File: src/rtl/dco_freq_cal.sv
// dco_freq_cal: calibration controller for a one-hot coded DCO.
// Steps the code index linearly, counting DCO rising edges over a fixed
// window of clk cycles after each code change, until the count falls within
// target_cnt +/- tol, the code range runs out, or the search direction reverses.
module dco_freq_cal #(
    parameter int CODE_W     = 10,
    parameter int CNT_W      = 8,
    parameter int WIN_CYC    = 64,
    parameter int SETTLE_CYC = 4
) (
    input  logic              clk,
    input  logic              rst,
    input  logic              start,
    input  logic              abort,
    input  logic [CNT_W-1:0]  target_cnt,
    input  logic [CNT_W-1:0]  tol,
    input  logic              dco_sync,
    output logic [CODE_W-1:0] lambda,
    output logic              e,
    output logic              busy,
    output logic              done,
    output logic              locked,
    output logic              sat,
    output logic [CNT_W-1:0]  meas_cnt
);

    localparam int IDX_W   = (CODE_W > 1) ? $clog2(CODE_W) : 1;
    localparam int TMR_MAX = (WIN_CYC > SETTLE_CYC) ? WIN_CYC : SETTLE_CYC;
    localparam int TMR_W   = $clog2(TMR_MAX + 1);

    localparam logic [2:0] S_IDLE   = 3'd0;
    localparam logic [2:0] S_SETTLE = 3'd1;
    localparam logic [2:0] S_MEAS   = 3'd2;
    localparam logic [2:0] S_CMP    = 3'd3;
    localparam logic [2:0] S_DONE   = 3'd4;

    localparam logic [IDX_W-1:0]  IDX_LAST    = IDX_W'(CODE_W - 1);
    localparam logic [TMR_W-1:0]  SETTLE_LAST = TMR_W'(SETTLE_CYC - 1);
    localparam logic [TMR_W-1:0]  WIN_LAST    = TMR_W'(WIN_CYC - 1);
    localparam logic [CNT_W-1:0]  CNT_MAX     = {CNT_W{1'b1}};
    localparam logic [CODE_W-1:0] CODE_ONE    = {{(CODE_W-1){1'b0}}, 1'b1};

    logic [2:0]        state_q,   state_d;
    logic [IDX_W-1:0]  idx_q,     idx_d;
    logic [CODE_W-1:0] lambda_q,  lambda_d;
    logic              e_q,       e_d;
    logic              busy_q,    busy_d;
    logic              done_q,    done_d;
    logic              locked_q,  locked_d;
    logic              sat_q,     sat_d;
    logic [CNT_W-1:0]  meas_q,    meas_d;
    logic              prev_q,    prev_d;
    logic [CNT_W-1:0]  cnt_q,     cnt_d;
    logic [TMR_W-1:0]  tmr_q,     tmr_d;
    logic              dir_vld_q, dir_vld_d;
    logic              dir_up_q,  dir_up_d;

    logic              dco_rise;
    logic [CNT_W:0]    cnt_ext;
    logic [CNT_W:0]    tgt_ext;
    logic [CNT_W:0]    tol_ext;
    logic              need_up;
    logic              need_down;

    // Rising edge of the synchronised DCO and the widened tolerance compare.
    always_comb begin
        dco_rise  = dco_sync & ~prev_q;
        cnt_ext   = {1'b0, cnt_q};
        tgt_ext   = {1'b0, target_cnt};
        tol_ext   = {1'b0, tol};
        // count < target - tol is rewritten as count + tol < target so that
        // nothing can underflow when tol exceeds target.
        need_up   = (cnt_ext + tol_ext) < tgt_ext;
        need_down = cnt_ext > (tgt_ext + tol_ext);
    end

    // Next-state logic for the calibration sequencer and all registered outputs.
    always_comb begin
        state_d   = state_q;
        idx_d     = idx_q;
        e_d       = e_q;
        locked_d  = locked_q;
        sat_d     = sat_q;
        meas_d    = meas_q;
        prev_d    = dco_sync;
        cnt_d     = cnt_q;
        tmr_d     = tmr_q;
        dir_vld_d = dir_vld_q;
        dir_up_d  = dir_up_q;

        case (state_q)
            S_IDLE: begin
                if (abort) begin
                    e_d = 1'b0;
                end else if (start) begin
                    state_d   = S_SETTLE;
                    idx_d     = {IDX_W{1'b0}};
                    e_d       = 1'b1;
                    locked_d  = 1'b0;
                    sat_d     = 1'b0;
                    dir_vld_d = 1'b0;
                    dir_up_d  = 1'b0;
                    tmr_d     = {TMR_W{1'b0}};
                end else begin
                    state_d = S_IDLE;
                end
            end
            S_SETTLE: begin
                if (tmr_q == SETTLE_LAST) begin
                    state_d = S_MEAS;
                    tmr_d   = {TMR_W{1'b0}};
                    cnt_d   = {CNT_W{1'b0}};
                end else begin
                    tmr_d = tmr_q + TMR_W'(1);
                end
            end
            S_MEAS: begin
                if (dco_rise && (cnt_q != CNT_MAX)) begin
                    cnt_d = cnt_q + CNT_W'(1);
                end else begin
                    cnt_d = cnt_q;
                end
                if (tmr_q == WIN_LAST) begin
                    state_d = S_CMP;
                    tmr_d   = {TMR_W{1'b0}};
                end else begin
                    tmr_d = tmr_q + TMR_W'(1);
                end
            end
            S_CMP: begin
                meas_d = cnt_q;
                if (need_up) begin
                    if (idx_q == IDX_LAST) begin
                        sat_d   = 1'b1;
                        state_d = S_DONE;
                    end else if (dir_vld_q && !dir_up_q) begin
                        // Direction reversed: the target lies between two codes.
                        state_d = S_DONE;
                    end else begin
                        idx_d     = idx_q + IDX_W'(1);
                        dir_vld_d = 1'b1;
                        dir_up_d  = 1'b1;
                        tmr_d     = {TMR_W{1'b0}};
                        state_d   = S_SETTLE;
                    end
                end else if (need_down) begin
                    if (idx_q == {IDX_W{1'b0}}) begin
                        sat_d   = 1'b1;
                        state_d = S_DONE;
                    end else if (dir_vld_q && dir_up_q) begin
                        state_d = S_DONE;
                    end else begin
                        idx_d     = idx_q - IDX_W'(1);
                        dir_vld_d = 1'b1;
                        dir_up_d  = 1'b0;
                        tmr_d     = {TMR_W{1'b0}};
                        state_d   = S_SETTLE;
                    end
                end else begin
                    locked_d = 1'b1;
                    state_d  = S_DONE;
                end
            end
            S_DONE: begin
                state_d = S_IDLE;
            end
            default: begin
                state_d = S_IDLE;
            end
        endcase

        // Abort from any busy state overrides whatever the sequencer decided.
        if (abort && (state_q != S_IDLE)) begin
            state_d  = S_IDLE;
            idx_d    = idx_q;
            e_d      = 1'b0;
            locked_d = 1'b0;
            sat_d    = 1'b0;
            meas_d   = meas_q;
            tmr_d    = {TMR_W{1'b0}};
        end else begin
            state_d = state_d;
        end

        lambda_d = CODE_ONE << idx_d;
        done_d   = (state_d == S_DONE);
        busy_d   = (state_d != S_IDLE);
    end

    // State and output registers; lambda resets to the index-0 code to stay one-hot.
    always_ff @(posedge clk or posedge rst) begin
        if (rst) begin
            state_q   <= S_IDLE;
            idx_q     <= {IDX_W{1'b0}};
            lambda_q  <= CODE_ONE;
            e_q       <= 1'b0;
            busy_q    <= 1'b0;
            done_q    <= 1'b0;
            locked_q  <= 1'b0;
            sat_q     <= 1'b0;
            meas_q    <= {CNT_W{1'b0}};
            prev_q    <= 1'b0;
            cnt_q     <= {CNT_W{1'b0}};
            tmr_q     <= {TMR_W{1'b0}};
            dir_vld_q <= 1'b0;
            dir_up_q  <= 1'b0;
        end else begin
            state_q   <= state_d;
            idx_q     <= idx_d;
            lambda_q  <= lambda_d;
            e_q       <= e_d;
            busy_q    <= busy_d;
            done_q    <= done_d;
            locked_q  <= locked_d;
            sat_q     <= sat_d;
            meas_q    <= meas_d;
            prev_q    <= prev_d;
            cnt_q     <= cnt_d;
            tmr_q     <= tmr_d;
            dir_vld_q <= dir_vld_d;
            dir_up_q  <= dir_up_d;
        end
    end

    assign lambda   = lambda_q;
    assign e        = e_q;
    assign busy     = busy_q;
    assign done     = done_q;
    assign locked   = locked_q;
    assign sat      = sat_q;
    assign meas_cnt = meas_q;

endmodule

File: config.mk
export PLATFORM = sky130hd
export DESIGN_NAME = dco_freq_cal
export DESIGN_NICKNAME = d
export VERILOG_FILES = /design/src/rtl/dco_freq_cal.sv
export SDC_FILE = /design/constraint.sdc
export NUM_CORES = 1
export LEC_CHECK = 0
export ABC_AREA = 0
export ABC_CLOCK_PERIOD_IN_PS = 6500
export CAP_MARGIN = 0
export CORE_MARGIN = 3
export CORE_UTILIZATION = 50
export DETAILED_ROUTE_END_ITERATION = 7
export PLACE_DENSITY = 0.71
export SLEW_MARGIN = 40
export SYNTH_ARGS = -nofsm -noshare
export SYNTH_HDL_FRONTEND = slang
export SYNTH_SLANG_ARGS = --single-unit
File: constraint.sdc
create_clock -name clk -period 6.5 [get_ports clk]
set_input_delay 0.975 -clock clk [delete_from_list [all_inputs] [get_ports clk]]
set_output_delay 0.975 -clock clk [all_outputs]
set_load 0.02 [all_outputs]
==> summary.txt, run 1 <==
Logic synthesis
  • Post-synthesis sequential area ratio: 0.351
  • Syn Area/Cell: 9.72 sq um
  • Netlist Area Pre-Place: 0.00342 sq mm
  • Cells after Synth: 352
  • Synth Warn #: 0
  • Synthesized flop and latch total: 48
  • EDFF count, synth: 0
  • Post-synth cell types: 65
  • Syn_nets: 411
  • Async S/R FF share, synth: 1.00
  • Predominant post-synthesis flop cell: dfrtp_1

Power
  • Total power: 920 uW
  • P_leak: 1.86 nW
  • Pwr Density: 231 mW/mm^2
  • Peak supply drop: 0.000146 V

GRT
  • Vias in the first global route: 2628
  • Largest net degree at the start of global routing: 49
  • Total GRT Usage: 0.197
  • Total gr overflow: 0
  • First-pass GRT wire length: 12200 um
  • Antenna violations before repair: 0

Placement
  • Placer congestion estimate: 0.888
  • Hpwl dp: 5680 um
  • Buffers added on ports: 43

STA
  • Final Setup Violations: 0
  • Setup TNS: 0 ps
  • Worst-Margin Slew: 579 ps
  • Fmax: 197 MHz
  • Final hold vios: 0
  • Fin crit period: 5070 ps
  • Final clock skew: 7.72 ps
  • Unrepaired setup endpoints after global routing: false
  • Max transition margin: 0.614
  • Max Slew Vio Count: 0
  • Fin crit share: 0.780

Die
  • # IOs: 44
  • Initial Utilization: 0.527
  • DIE HEIGHT: 88.7 um
  • Die area: 0.00787 sq mm
  • Die X: 88.7 um
  • Core area: 0.00649 sq mm
  • Rows: 29

Clock network
  • Clock Tree Root: clkbuf_8
  • Clock sink total: 48
  • CTS Buf Count: 5
  • CTS H-Tree Depth: 2
  • Maximum clock path buffer count: 2
  • CTS tree: done
  • Clk slew on worst S/H paths: 80 ps
  • Skew-Pair Late Insertion Delay: 300 ps
  • Post-CTS Setup Bufs: 0
  • Post-CTS Hold Fix Bufs: 0
  • Post-CTS sizing: 0

Run status
  • Status: finished clean

Drt
  • Starting DRT DRC Count: 125
  • Final wirelength: 7390 um
  • DRC viols: 0
  • Vias: 2751
  • Final ANT Viol Nets: 0
  • Routed length per instance: 15.7 um
  • DRT Pass-1 Iters: 4
  • Vias/cell: 5.85

Cells and area
  • Nets: 451
  • Area Overhead vs Synth: 16.6%
  • # diodes: 0
  • Layout cells sized above 1: 0.0865
  • Commonest non-fill, non-tap cell in the layout: dfrtp_1
  • Filler instances: 535
  • Most frequent cells in the layout: dfrtp_1, clkdlybuf4s50_1, ha_1

Setup path
  • CP Cell Sequence: clkdlybuf4s50_1, inv_1, fa_1, nor2b_1, o31a_1, o21a_1, nor2_1, xnor2_1, ha_1, a211o_1, a211oi_1, o21ai_1, or2_1, a21oi_1, o211ai_1, clkbuf_2, nor4b_1
  • WS Path Type: input port to flip-flop
  • WP data required: 6680 ps
  • Setup crit start kind: input port
  • CP max-delay cell: clkdlybuf4s50_1
  • CP Capture Type: flip-flop
  • Worst path bufs/invs: 3
  • Worst EP arrival: 5240 ps
  • Slowest Stage Delay on Critical Path: 530 ps
  • CP delay by family, top: compound AO/OA/AOI/OAI gates
  • R2R Setup Slk: 2120 ps
  • Worst Path Max Fanout: 15

Worst hold path
  • HP Class: flip-flop to flip-flop

Flow run
  • Max-cap viol count: 0
## cells by family after synthesis
logic type               after synthesis  synth area share
buffers and inverters                 38            0.0483
multiplexers                          10            0.0329
AO/OA/AOI/OAI                         97             0.198
AND/OR/NAND/NOR                      104             0.183
adder cells (fa/ha/maj)               38             0.143
flip-flops                            48             0.352
XOR/XNOR                              17            0.0435
## power by group
part / internal (mW) / leakage, nW / switching [mW]
Sequential: 0.327 / 0.648 / 0.0358
Clock: 0.0757 / 0.0422 / 0.0943
Combinational: 0.176 / 1.17 / 0.211
Total: 0.579 / 1.86 / 0.341
## path summary, 6_finish.rpt
check / start / to / cells past startpoint
min reg2reg: meas_cnt[1]$_DFFE_PP0P_ / meas_cnt[1]$_DFFE_PP0P_ / 1
max in group asynchronous: rst / lambda[8]$_DFF_PP0_ / 2
min: meas_cnt[1]$_DFFE_PP0P_ / meas_cnt[1]$_DFFE_PP0P_ / 1
min in group asynchronous: rst / meas_cnt[4]$_DFFE_PP0P_ / 2
max: tol[1] / lambda[4]$_DFF_PP0_ / 17
max reg2reg: cnt_q[0]$_DFFE_PP0P_ / lambda[4]$_DFF_PP0_ / 17
## metrics by stage
step / instance area [sq um] / instances / utilization / hold slack [ps] / worst slack (ps)
floorplan: 3420 / 352 / - / 474 / 2070
finish: 3990 / 470 / 0.614 / 511 / 1430
global route: 3990 / 470 / 0.614 / 531 / 1100
CTS: 3970 / 469 / 0.611 / 514 / 1440
detailed placement: 3890 / 461 / 0.599 / 493 / 1140
global placement: 3890 / 461 / 0.599 / 481 / 1260
## worst reg2reg max path, delay by kind of cell, from the launching register on
kind / cells / cell delay, ps
adders and majority gates: 3 / 890
xor gates and xnor gates: 1 / 130
AOI/OAI and AO/OA: 7 / 1520
DFF: 1 / 450
buffers and inverters: 2 / 270
and+or+nand+nor: 4 / 1000
## registers in the layout, indices dropped and copies added (netlist names)
name / cells
lambda: 10
cnt_q: 8
meas_cnt: 8
tmr_q: 7
idx_q: 4
state_q: 3
busy: 1
dir_up_q: 1
dir_vld_q: 1
done: 1
e: 1
locked: 1
prev_q: 1
sat: 1
## cells in the mapped netlist (3+ instances only)
cell,n,area [sq um]
dfrtp_1,47,1180
ha_1,36,450
inv_1,26,97.6
nor2_1,25,93.8
o21ai_0,21,105
a21oi_1,18,90.1
nand2_1,18,67.6
xnor2_1,11,96.3
mux2_2,10,113
nand3_1,8,40.0
a21o_1,7,52.6
nand2b_1,7,43.8
o21a_1,7,52.6
o31ai_1,7,52.6
clkbuf_1,6,22.5
xor2_1,6,52.6
a211oi_1,5,37.5
and3_1,5,31.3
nand4_1,5,31.3
nor3_1,5,25.0
nor2b_1,4,25.0
o21bai_1,4,30.0
o31a_1,4,35.0
or3_1,4,25.0
buf_2,3,15.0
o211a_1,3,30.0
## routing by layer
metal	vias to the layer above	GRT usage	routed length [um]	part of all wire
li1	1376	-	-	-
met1	1323	0.284	3740	0.51
met2	44	0.307	3360	0.45
met3	8	0.0382	238	0.032
met4	0	0.0426	56	0.0076
met5	-	0	0	0
## layout make-up
cell class | count | area, sq um | area share
Multi-Input combinational cell | 266 | 2060 | 0.518
Sequential cell | 48 | 1200 | 0.302
Timing Repair Buffer | 45 | 443 | 0.111
Inverter | 26 | 100 | 0.0251
Tap cell | 77 | 96.3 | 0.0242
Clock buffer | 7 | 76.3 | 0.0191
Clock inverter | 1 | 5.00 | 0.00126
Power figures use the tool's default switching activity.
==> run 2, diff against run 1 <==
Settings changed: ABC_CLOCK_PERIOD_IN_PS 6500 to 4800.
Clock period 6.5 ns to 4.8 ns, I/O delays scaled along.
==> run 2 against run 1 <==
First-iteration DRC count up 33%; worst hold slack worse by 1.5 ps; setup slack worse by 1100 ps; largest cell class unchanged; largest power group unchanged; utilization rose by 1.4 points; cell count up 1.3%; die area did not move; clock power is 51% higher; sequential power rose by 36%; routed wire length increased by 3.7%; sequential share of layout area shrank 0.66 points.
==> summary.txt, run 2 (synthesis gave the netlist of run 1 again) <==
Drt
  • DRC viols: 0
  • Routed length per instance: 16.1 um
  • Final ANT Viol Nets: 0
  • Final wirelength: 7660 um
  • Vias: 2771
  • Routed wl met2: 3560 um
  • DRT Pass-1 Iters: 4
  • Starting DRT DRC Count: 166
  • M1 WL: 3740 um
  • DR top layer: met4
  • Routed met3 length: 314 um
  • Vias/cell: 5.82

Cells and area
  • # diodes: 0
  • Post-route insts no fill: 476
  • Largest register FFs: 10
  • Area Overhead vs Synth: 19.2%
  • Filler instances: 529
  • Most frequent cells in the layout: dfrtp_1, clkdlybuf4s50_1, ha_1
  • Final Cell Area: 0.00408 sq mm
  • Final core occ: 0.628
  • Commonest non-fill, non-tap cell in the layout: dfrtp_1
  • Nets: 457
  • Layout cells sized above 1: 0.110

Worst hold path
  • HP Class: flip-flop to flip-flop

Clock network
  • Clock Tree Root: clkbuf_8
  • Post-CTS sizing: 0
  • CTS tree: done
  • Maximum clock path buffer count: 2
  • Clk slew on worst S/H paths: 90 ps
  • CTS H-Tree Depth: 2
  • Clock sink total: 48
  • Post-CTS Setup Bufs: 0
  • Post-CTS Hold Fix Bufs: 0
  • Skew-Pair Late Insertion Delay: 310 ps
  • CTS Buf Count: 5

GRT
  • Total GRT Usage: 0.209
  • Total gr overflow: 0
  • Antenna violations before repair: 0
  • Largest net degree at the start of global routing: 49
  • Vias in the first global route: 2703
  • First-pass GRT wire length: 12900 um

Setup path
  • Most common cell on crit path: ha_1
  • CP max-delay cell: clkdlybuf4s50_1
  • Worst R2R Path Depth: 16
  • R2R Setup Slk: 720 ps
  • Setup crit start kind: input port
  • Worst setup path startpoint: tol[0]
  • Worst setup path end: lambda[2]$_DFF_PP0_
  • CP Capture Type: flip-flop
  • Worst path bufs/invs: 2
  • WP depth: 17
  • WP data required: 5010 ps
  • Worst reg2reg startpoint: cnt_q[0]$_DFFE_PP0P_
  • Slowest Stage Delay on Critical Path: 490 ps
  • WS Path Type: input port to flip-flop
  • CP delay by family, top: compound AO/OA/AOI/OAI gates
  • CP Cell Sequence: clkdlybuf4s50_1, ha_1, inv_1, fa_1, nor2b_1, o31a_1, o21a_1, nor2_1, xnor2_1, ha_1, a211o_1, a211oi_1, o21ai_1, or2_4, or3_1, a32o_2, nor4b_2
  • Critical R2R Capture: lambda[2]$_DFF_PP0_
  • Worst Path Max Fanout: 11
  • Worst EP arrival: 4720 ps

Placement
  • Cell Area, Placed: 0.00396 sq mm
  • Dpl cells: 468
  • Hpwl dp: 5890 um
  • Buffers added on ports: 43
  • Placer congestion estimate: 0.870
  • Setup WS pre-CTS: -93.5 ps

Die
  • Die area: 0.00787 sq mm
  • Die X: 88.7 um
  • Rows: 29
  • Initial Utilization: 0.527
  • DIE HEIGHT: 88.7 um
  • # IOs: 44
  • Core area: 0.00649 sq mm

STA
  • Unrepaired setup endpoints after global routing: false
  • Fin crit period: 4510 ps
  • Max transition margin: 0.617
  • Max Slew Vio Count: 0
  • Worst-Margin Slew: 575 ps
  • Final worst setup slack: 287 ps
  • Final hold vios: 0
  • Fin crit share: 0.940
  • Final Setup Violations: 0
  • Final clock skew: 6.98 ps
  • Fmax: 222 MHz
  • Hold Slack: 509 ps

Power
  • P_leak: 1.90 nW
  • Peak supply drop: 0.000218 V
  • Pwr Density: 320 mW/mm^2

Flow run
  • Max-cap viol count: 0

Run status
  • Status: finished clean
run 2: per-layer routing:
metal  up-vias  GRT usage
li1       1385          -
met1      1325      0.300
met2        55      0.331
met3         6     0.0354
met4         0     0.0453
met5         -          0
run 2: metrics by stage:
stage               total power, mW  TNS [ps]
floorplan                     0.885         0
global placement               1.03         0
detailed placement             1.04      -273
CTS                            1.30         0
global route                   1.41         0
finish                         1.30         0
run 2: worst register-to-register path: stages (launching register included):
cell and delay, ps:
dfrtp_1 440, ha_1 200, inv_1 50, fa_1 400, nor2b_1 160, o31a_1 170, o21a_1 120, nor2_1 40
xnor2_1 130, ha_1 290, a211o_1 320, a211oi_1 190, o21ai_1 120, or2_4 280, or3_1 370, a32o_2 370
nor4b_2 320
run 2: worst min-delay path by stage:
stage,start,endpoint,slack (ps),cells past startpoint
global route,sat$_DFFE_PP0P_,sat$_DFFE_PP0P_,540,1
finish,e$_DFFE_PP0P_,e$_DFFE_PP0P_,510,2
floorplan,tmr_q[3]$_DFFE_PP0P_,tmr_q[3]$_DFFE_PP0P_,470,1
global placement,e$_DFFE_PP0P_,e$_DFFE_PP0P_,480,2
CTS,e$_DFFE_PP0P_,e$_DFFE_PP0P_,520,2
detailed placement,sat$_DFFE_PP0P_,sat$_DFFE_PP0P_,480,1
run 2: area by class of cell:
class	instances	area (sq um)	share of cell area
Clock buffer	6	82.6	0.0203
Clock inverter	2	15.0	0.00368
Timing Repair Buffer	51	503	0.123
Sequential cell	48	1200	0.295
Tap cell	77	96.3	0.0236
Multi-Input combinational cell	266	2080	0.510
Inverter	26	100	0.0246
run 2: where the power goes:
part	leakage, nW	internal, mW	switching (mW)	total, mW
clock network	0.0434	0.117	0.139	0.256
registers	0.648	0.443	0.0485	0.492
logic	1.21	0.262	0.293	0.555
